**config.mk**
```make
export PLATFORM = sky130hd
export DESIGN_NAME = word_packer
export DESIGN_NICKNAME = d
export VERILOG_FILES = /design/src/rtl/stream_pkg.sv /design/src/rtl/word_packer.sv
export SDC_FILE = /design/constraint.sdc
export NUM_CORES = 1
export LEC_CHECK = 0
export ABC_CLOCK_PERIOD_IN_PS = 5600
export CELL_PAD_IN_SITES_DETAIL_PLACEMENT = 0
export CELL_PAD_IN_SITES_GLOBAL_PLACEMENT = 1
export CORE_UTILIZATION = 35
export CTS_CLUSTER_DIAMETER = 150
export DETAILED_ROUTE_END_ITERATION = 8
export PLACE_DENSITY = 0.85
export SLEW_MARGIN = 20
export SYNTH_ARGS = -nofsm -noshare
export SYNTH_HDL_FRONTEND = slang
export SYNTH_SLANG_ARGS = --single-unit
```
**constraint.sdc**
```tcl
create_clock -name clk -period 5.6 [get_ports clk]
set_input_delay 1.12 -clock clk [delete_from_list [all_inputs] [get_ports clk]]
set_output_delay 1.12 -clock clk [all_outputs]
set_load 0.01 [all_outputs]
```
**src/rtl/stream_pkg.sv**
```systemverilog
// Shared stream types and helpers for the narrow-to-wide packing path.
package stream_pkg;

  typedef enum logic [0:0] {ST_FILL, ST_EMIT} PackState_t;

  function automatic int lanes_w(input int ratio);
    return $clog2(ratio + 1);
  endfunction

endpackage

```
**src/rtl/word_packer.sv**
```systemverilog
// Packs RATIO consecutive narrow words into one wide beat, lane 0 first.
// A word marked last flushes a partially filled beat early.
module word_packer
  import stream_pkg::*;
#(
  parameter int IN_WIDTH = 32,
  parameter int RATIO    = 4
) (
  input  logic                          clk,
  input  logic                          rst,
  input  logic                          IN_valid,
  input  logic [IN_WIDTH-1:0]           IN_data,
  input  logic                          IN_last,
  output logic                          OUT_ready,
  input  logic                          IN_ready,
  output logic                          OUT_valid,
  output logic [IN_WIDTH*RATIO-1:0]     OUT_data,
  output logic [lanes_w(RATIO)-1:0]     OUT_count,
  output logic                          OUT_last
);

  localparam int              CntW       = lanes_w(RATIO);
  localparam logic [CntW-1:0] FullCnt    = CntW'(RATIO);
  localparam logic [CntW-1:0] OneCnt     = CntW'(1);
  localparam bit              SingleLane = (RATIO == 1);

  PackState_t                state, stateNext;
  logic [IN_WIDTH*RATIO-1:0] buffer, bufferNext;
  logic [CntW-1:0]           cnt, cntNext, cntInc;
  logic                      lastFlag, lastNext;
  logic                      acc;
  logic [RATIO-1:0]          laneEn;

  // IN_ready reaches OUT_ready combinationally; IN_valid never does.
  assign OUT_ready = (state == ST_FILL) || ((state == ST_EMIT) && IN_ready);
  assign acc       = IN_valid && OUT_ready;
  assign cntInc    = cnt + OneCnt;

  assign OUT_valid = (state == ST_EMIT);
  assign OUT_data  = buffer;
  assign OUT_count = cnt;
  assign OUT_last  = lastFlag;

  always_comb begin
    laneEn = '0;
    for (int k = 0; k < RATIO; k++) begin
      laneEn[k] = (cnt == CntW'(k));
    end
  end

  always_comb begin
    stateNext  = state;
    bufferNext = buffer;
    cntNext    = cnt;
    lastNext   = lastFlag;
    unique case (state)
      ST_FILL: begin
        if (acc) begin
          for (int k = 0; k < RATIO; k++) begin
            if (laneEn[k]) bufferNext[k*IN_WIDTH +: IN_WIDTH] = IN_data;
          end
          cntNext = cntInc;
          if ((cntInc == FullCnt) || IN_last) begin
            stateNext = ST_EMIT;
            lastNext  = IN_last;
          end
        end
      end
      ST_EMIT: begin
        if (IN_ready) begin
          // Retiring beat: untouched lanes must read zero in the next beat.
          bufferNext = '0;
          cntNext    = '0;
          lastNext   = 1'b0;
          stateNext  = ST_FILL;
          if (acc) begin
            bufferNext[IN_WIDTH-1:0] = IN_data;
            cntNext                  = OneCnt;
            if (SingleLane || IN_last) begin
              stateNext = ST_EMIT;
              lastNext  = IN_last;
            end
          end
        end
      end
      default: stateNext = ST_FILL;
    endcase
  end

  always_ff @(posedge clk or posedge rst) begin
    if (rst) begin
      state    <= ST_FILL;
      buffer   <= '0;
      cnt      <= '0;
      lastFlag <= 1'b0;
    end else begin
      state    <= stateNext;
      buffer   <= bufferNext;
      cnt      <= cntNext;
      lastFlag <= lastNext;
    end
  end

endmodule

```
Word level (Yosys, flattened, before mapping)
Cells that the tools add are included.
{"block": "totals", "ff_bits": 133, "output_inout_bits": 134}
{"block": "classes", "add_sub_neg": 1, "n_eq_ne": 11, "n_mux": 22, "bitwise_logic": 1, "reduce_logical": 11}
{"cell": "$mux 128", "count": 2}
{"cell": "$pmux 128 s2", "count": 1}
{"cell": "$mux 32", "count": 5}
{"cell": "$reduce_and 3->1", "count": 5}
{"cell": "$ne 2x2->1 const B", "count": 6}
{"cell": "$mux 1", "count": 9}
{"cell": "$eq 3x2->1 const B", "count": 2}
{"cell": "$mux 3", "count": 2}
{"cell": "$pmux 3 s2", "count": 1}
{"cell": "$pmux 1 s2", "count": 2}
{"cell": "$add 3x1->3 const B", "count": 1}
{"cell": "$eq 3x1->1 const B", "count": 1}
{"cell": "$eq 3x3->1 const B", "count": 1}
{"cell": "$logic_not 3->1", "count": 1}
{"cell": "$logic_and 1x1->1", "count": 2}
{"cell": "$logic_or 1x1->1", "count": 2}
{"cell": "$ne 2x1->1 const B", "count": 1}
{"cell": "$reduce_and 2->1", "count": 1}
{"cell": "$not 1->1", "count": 1}

Logic depth before layout (Yosys ltp)
{"block": "depth", "ltp_word": 6, "depth_mapped": 7, "ltp_nobuf": 5}

Worst setup path before layout
No wires, ideal clock.
{"block": "synth_path", "path_kind": "input to output", "start": "input port IN_ready", "end": "output port OUT_ready", "t_arrival_ns": 1.509, "required_ns": 4.480, "path_slack_ns": 2.971, "stages": 2, "cell_sequence": "buf_2 > nand2b_1"}
{"block": "synth_via", "elab_chain_cells": 2}
{"item": "start: declaration", "line_no": "word_packer.sv:15", "source": "input logic IN_ready,"}
{"item": "$logic_and 1x1->1", "line_no": "word_packer.sv:35", "source": "assign OUT_ready = (state == ST_FILL) || ((state == ST_EMIT) && IN_ready);"}
{"item": "$logic_or 1x1->1", "line_no": "word_packer.sv:35"}
{"item": "end: declaration", "line_no": "word_packer.sv:14", "source": "output logic OUT_ready,"}
Every way passes these cells.

Final worst setup path
Ends and elaborated chain as after synthesis.

==> impl_metrics.env <==
export IMPL_finalCoreUtilization_pct=51.3
export IMPL_stdcell_area_mm2=0.00818
export IMPL_ff_latch_area_mm2=0.00333
export IMPL_ys_ff_latch=133
export IMPL_fin_crit_ns=3.74
export IMPL_ir_drop_uv=206
export IMPL_wl_met1_um=7270
export IMPL_drv_cap=0
export IMPL_cts_max_level=4
export IMPL_muxShareOfSynthArea_pct=5.94
export IMPL_cp_data_arrival_time_ns=2.62
export IMPL_yosysSeqAreaShare_pct=58.1
export IMPL_fillCellCount=1452
export IMPL_cts_tree="built"
export IMPL_hpwl_um=10600
export IMPL_crit_path_end_kind="output port"
export IMPL_layout_common_cells="169 x clkdlybuf4s50_1, 161 x nand2_1, 133 x dfrtp_1"
export IMPL_viasPerCell=4.80
export IMPL_die_w_um=130
export IMPL_rsz0062_at_grt="no"
export IMPL_cts_made_buffers=17
export IMPL_start_util_pct=35.9
export IMPL_io_pins=171
export IMPL_grt_first_pass_wirelength_um=25100
export IMPL_wl_met2_um=7750
export IMPL_drive_gt1_share_pct=6.08
export IMPL_place_congestion=0.786
export IMPL_worst_setup_path_start_kind="primary input"
export IMPL_setup_tns_ns=0
export IMPL_clock_latency_ns=0.43
export IMPL_synth_compound_area_share_pct=9.90
export IMPL_grt_max_degree=96
export IMPL_drc=0
export IMPL_dp_cells=940
export IMPL_dr_total_vias=4667
export IMPL_critPathRequiredTime_ns=4.48
export IMPL_drt_wl_total_um=16300
export IMPL_fin_cells=972
export IMPL_antenna_left=0
export IMPL_drt_iter0_markers=321
export IMPL_yosysUniqueCellTypes=27
export IMPL_finalClockSkew_ns=0.00886
export IMPL_final_common_cell="clkdlybuf4s50_1"
export IMPL_clkSinkCount=133
export IMPL_cts_setup_buffers=0
export IMPL_finalSetupViolations=0
export IMPL_grt_usage_pct=20.3
export IMPL_fmax_mhz=267
export IMPL_leakagePower_nw=3.65
export IMPL_hold_path_class="flip-flop to flip-flop"
export IMPL_cts_root_buf="clkbuf_16"
export IMPL_grt_pass1_vias=4529
export IMPL_clk_pin_slew_ns=0.05
export IMPL_met3WireLength_um=1060
export IMPL_cts_resized=0
export IMPL_grt_antenna_before_repair=0
export IMPL_grt_overflow_total=0
export IMPL_clock_path_buffers=2
export IMPL_slew_viol_final=0
export IMPL_power_density_mw_per_mm2=509
export IMPL_slew_headroom_pct=42.6
export IMPL_syn_inst=591
export IMPL_die_y_um=130
export IMPL_fp_coreArea_mm2=0.0159
export IMPL_synth_fa_ha_area_share_pct=1.09
export IMPL_hold_buffers=0
export IMPL_critPathKind="primary input to output port"
export IMPL_finalHoldViolCount=0
export IMPL_status="finished clean"
export IMPL_port_buffers=170
export IMPL_synth_area_mm2=0.00573
export IMPL_multi_input_area_mm2=0.00192
export IMPL_worst_slew_pin_slew_ns=0.861
export IMPL_syn_num_nets=633
export IMPL_synth_area_per_cell_um2=9.69
export IMPL_post_route_period_util_pct=66.8
export IMPL_diodes=0
export IMPL_top_layer="met4"
export IMPL_die_area_mm2=0.0169
export IMPL_wl_per_cell_um=16.8
export IMPL_nets=785
export IMPL_path_max_fanout=6
export IMPL_first_pass_iters=4
export IMPL_placed_cell_area_mm2=0.00753
export IMPL_synth_xor_area_share_pct=0
export IMPL_yosys_warnings=0
export IMPL_holdWs_ns=0.515
export IMPL_synth_top_family_by_area="simple AND/OR/NAND/NOR gates"
export IMPL_synthSimpleGateAreaFrac_pct=16.6
export IMPL_syn2layout_area_growth_pct=42.8
export IMPL_placementRows=46
[Yosys cell counts]
cell | count | area [um2]
buf_6 | 3 | 33.8
nand3_1 | 1 | 5.00
ha_1 | 5 | 62.6
buf_1 | 1 | 3.75
mux2i_1 | 34 | 340
clkbuf_1 | 20 | 75.1
nor2_1 | 1 | 3.75
and4bb_1 | 2 | 25.0
a221oi_1 | 1 | 8.76
buf_4 | 3 | 22.5
buf_2 | 15 | 75.1
nand2b_1 | 1 | 6.26
nand4b_1 | 32 | 280
inv_1 | 70 | 263
o21ai_0 | 80 | 400
nor2b_1 | 1 | 6.26
o21a_1 | 1 | 7.51
dfrtp_1 | 133 | 3330
o22ai_1 | 2 | 12.5
a32oi_4 | 1 | 27.5
a21bo_2 | 1 | 10.0
nand2_1 | 161 | 604
o21ai_1 | 18 | 90.1
nand2_2 | 1 | 6.26
nor2b_4 | 1 | 13.8
clkbuf_2 | 1 | 5.00
a22o_2 | 1 | 10.0
[routing by layer]
layer / up-vias / GRT usage (%)
met3: 20 / 6.15
met1: 2285 / 26.0
li1: 2209 / -
met2: 153 / 32.7
met5: - / 0
met4: 0 / 6.70
[cell families (layout without fill, tap and decap cells)]
| group | count (synthesis) | in the layout |
|---|---|---|
| simple gates | 201 | 201 |
| flops | 133 | 133 |
| buf+inv | 113 | 278 |
| compound gates | 105 | 105 |
| mux | 34 | 34 |
| fa+ha+maj | 5 | 5 |
[worst paths after layout]
kind | slack (ns) | start | cells past startpoint | end
max | 1.86 | IN_ready | 3 | OUT_ready
min | 0.51 | OUT_data[37] | 2 | OUT_data[37]
max reg2reg | 3.00 | OUT_valid | 5 | OUT_data[29]
min reg2reg | 0.51 | OUT_data[37] | 2 | OUT_data[37]
max in group asynchronous | 3.24 | rst | 3 | OUT_data[72]
min in group asynchronous | 1.25 | rst | 2 | OUT_data[126]
[through the flow]
stage	setup slack, ns	total power [mW]
2_1_floorplan	0.926	2.10
3_3_place_gp	1.87	2.92
3_5_place_dp	1.85	2.97
4_1_cts	1.84	4.21
5_1_grt	1.80	4.40
6_report	1.86	4.16
[report_power, final]
| part | total [mW] | internal, mW | leakage (nW) | switching [mW] |
|---|---|---|---|---|
| logic | 1.46 | 0.772 | 1.58 | 0.685 |
| registers | 1.49 | 1.29 | 1.76 | 0.197 |
| clock network | 1.22 | 0.799 | 0.309 | 0.422 |
[flip-flops by register name, indices dropped and copies added (netlist names)]
| name | cells |
|---|---|
| OUT_data | 128 |
| OUT_count | 3 |
| OUT_valid | 1 |
| OUT_last | 1 |
[worst max-delay path: stages]
cell             delay (ns)
clkdlybuf4s50_1        0.66
nand2b_1               0.24
clkdlybuf4s50_1        0.60
[area by class of cell]
class | instances | area share [%]
Sequential cell | 133 | 40.7
Multi-Input combinational cell | 345 | 23.5
Timing Repair Buffer | 176 | 21.3
Clock buffer | 19 | 5.41
Tap cell | 216 | 3.30
Inverter | 70 | 3.27
Clock inverter | 13 | 2.51
Note: power is estimated with default switching activity, not from simulation.
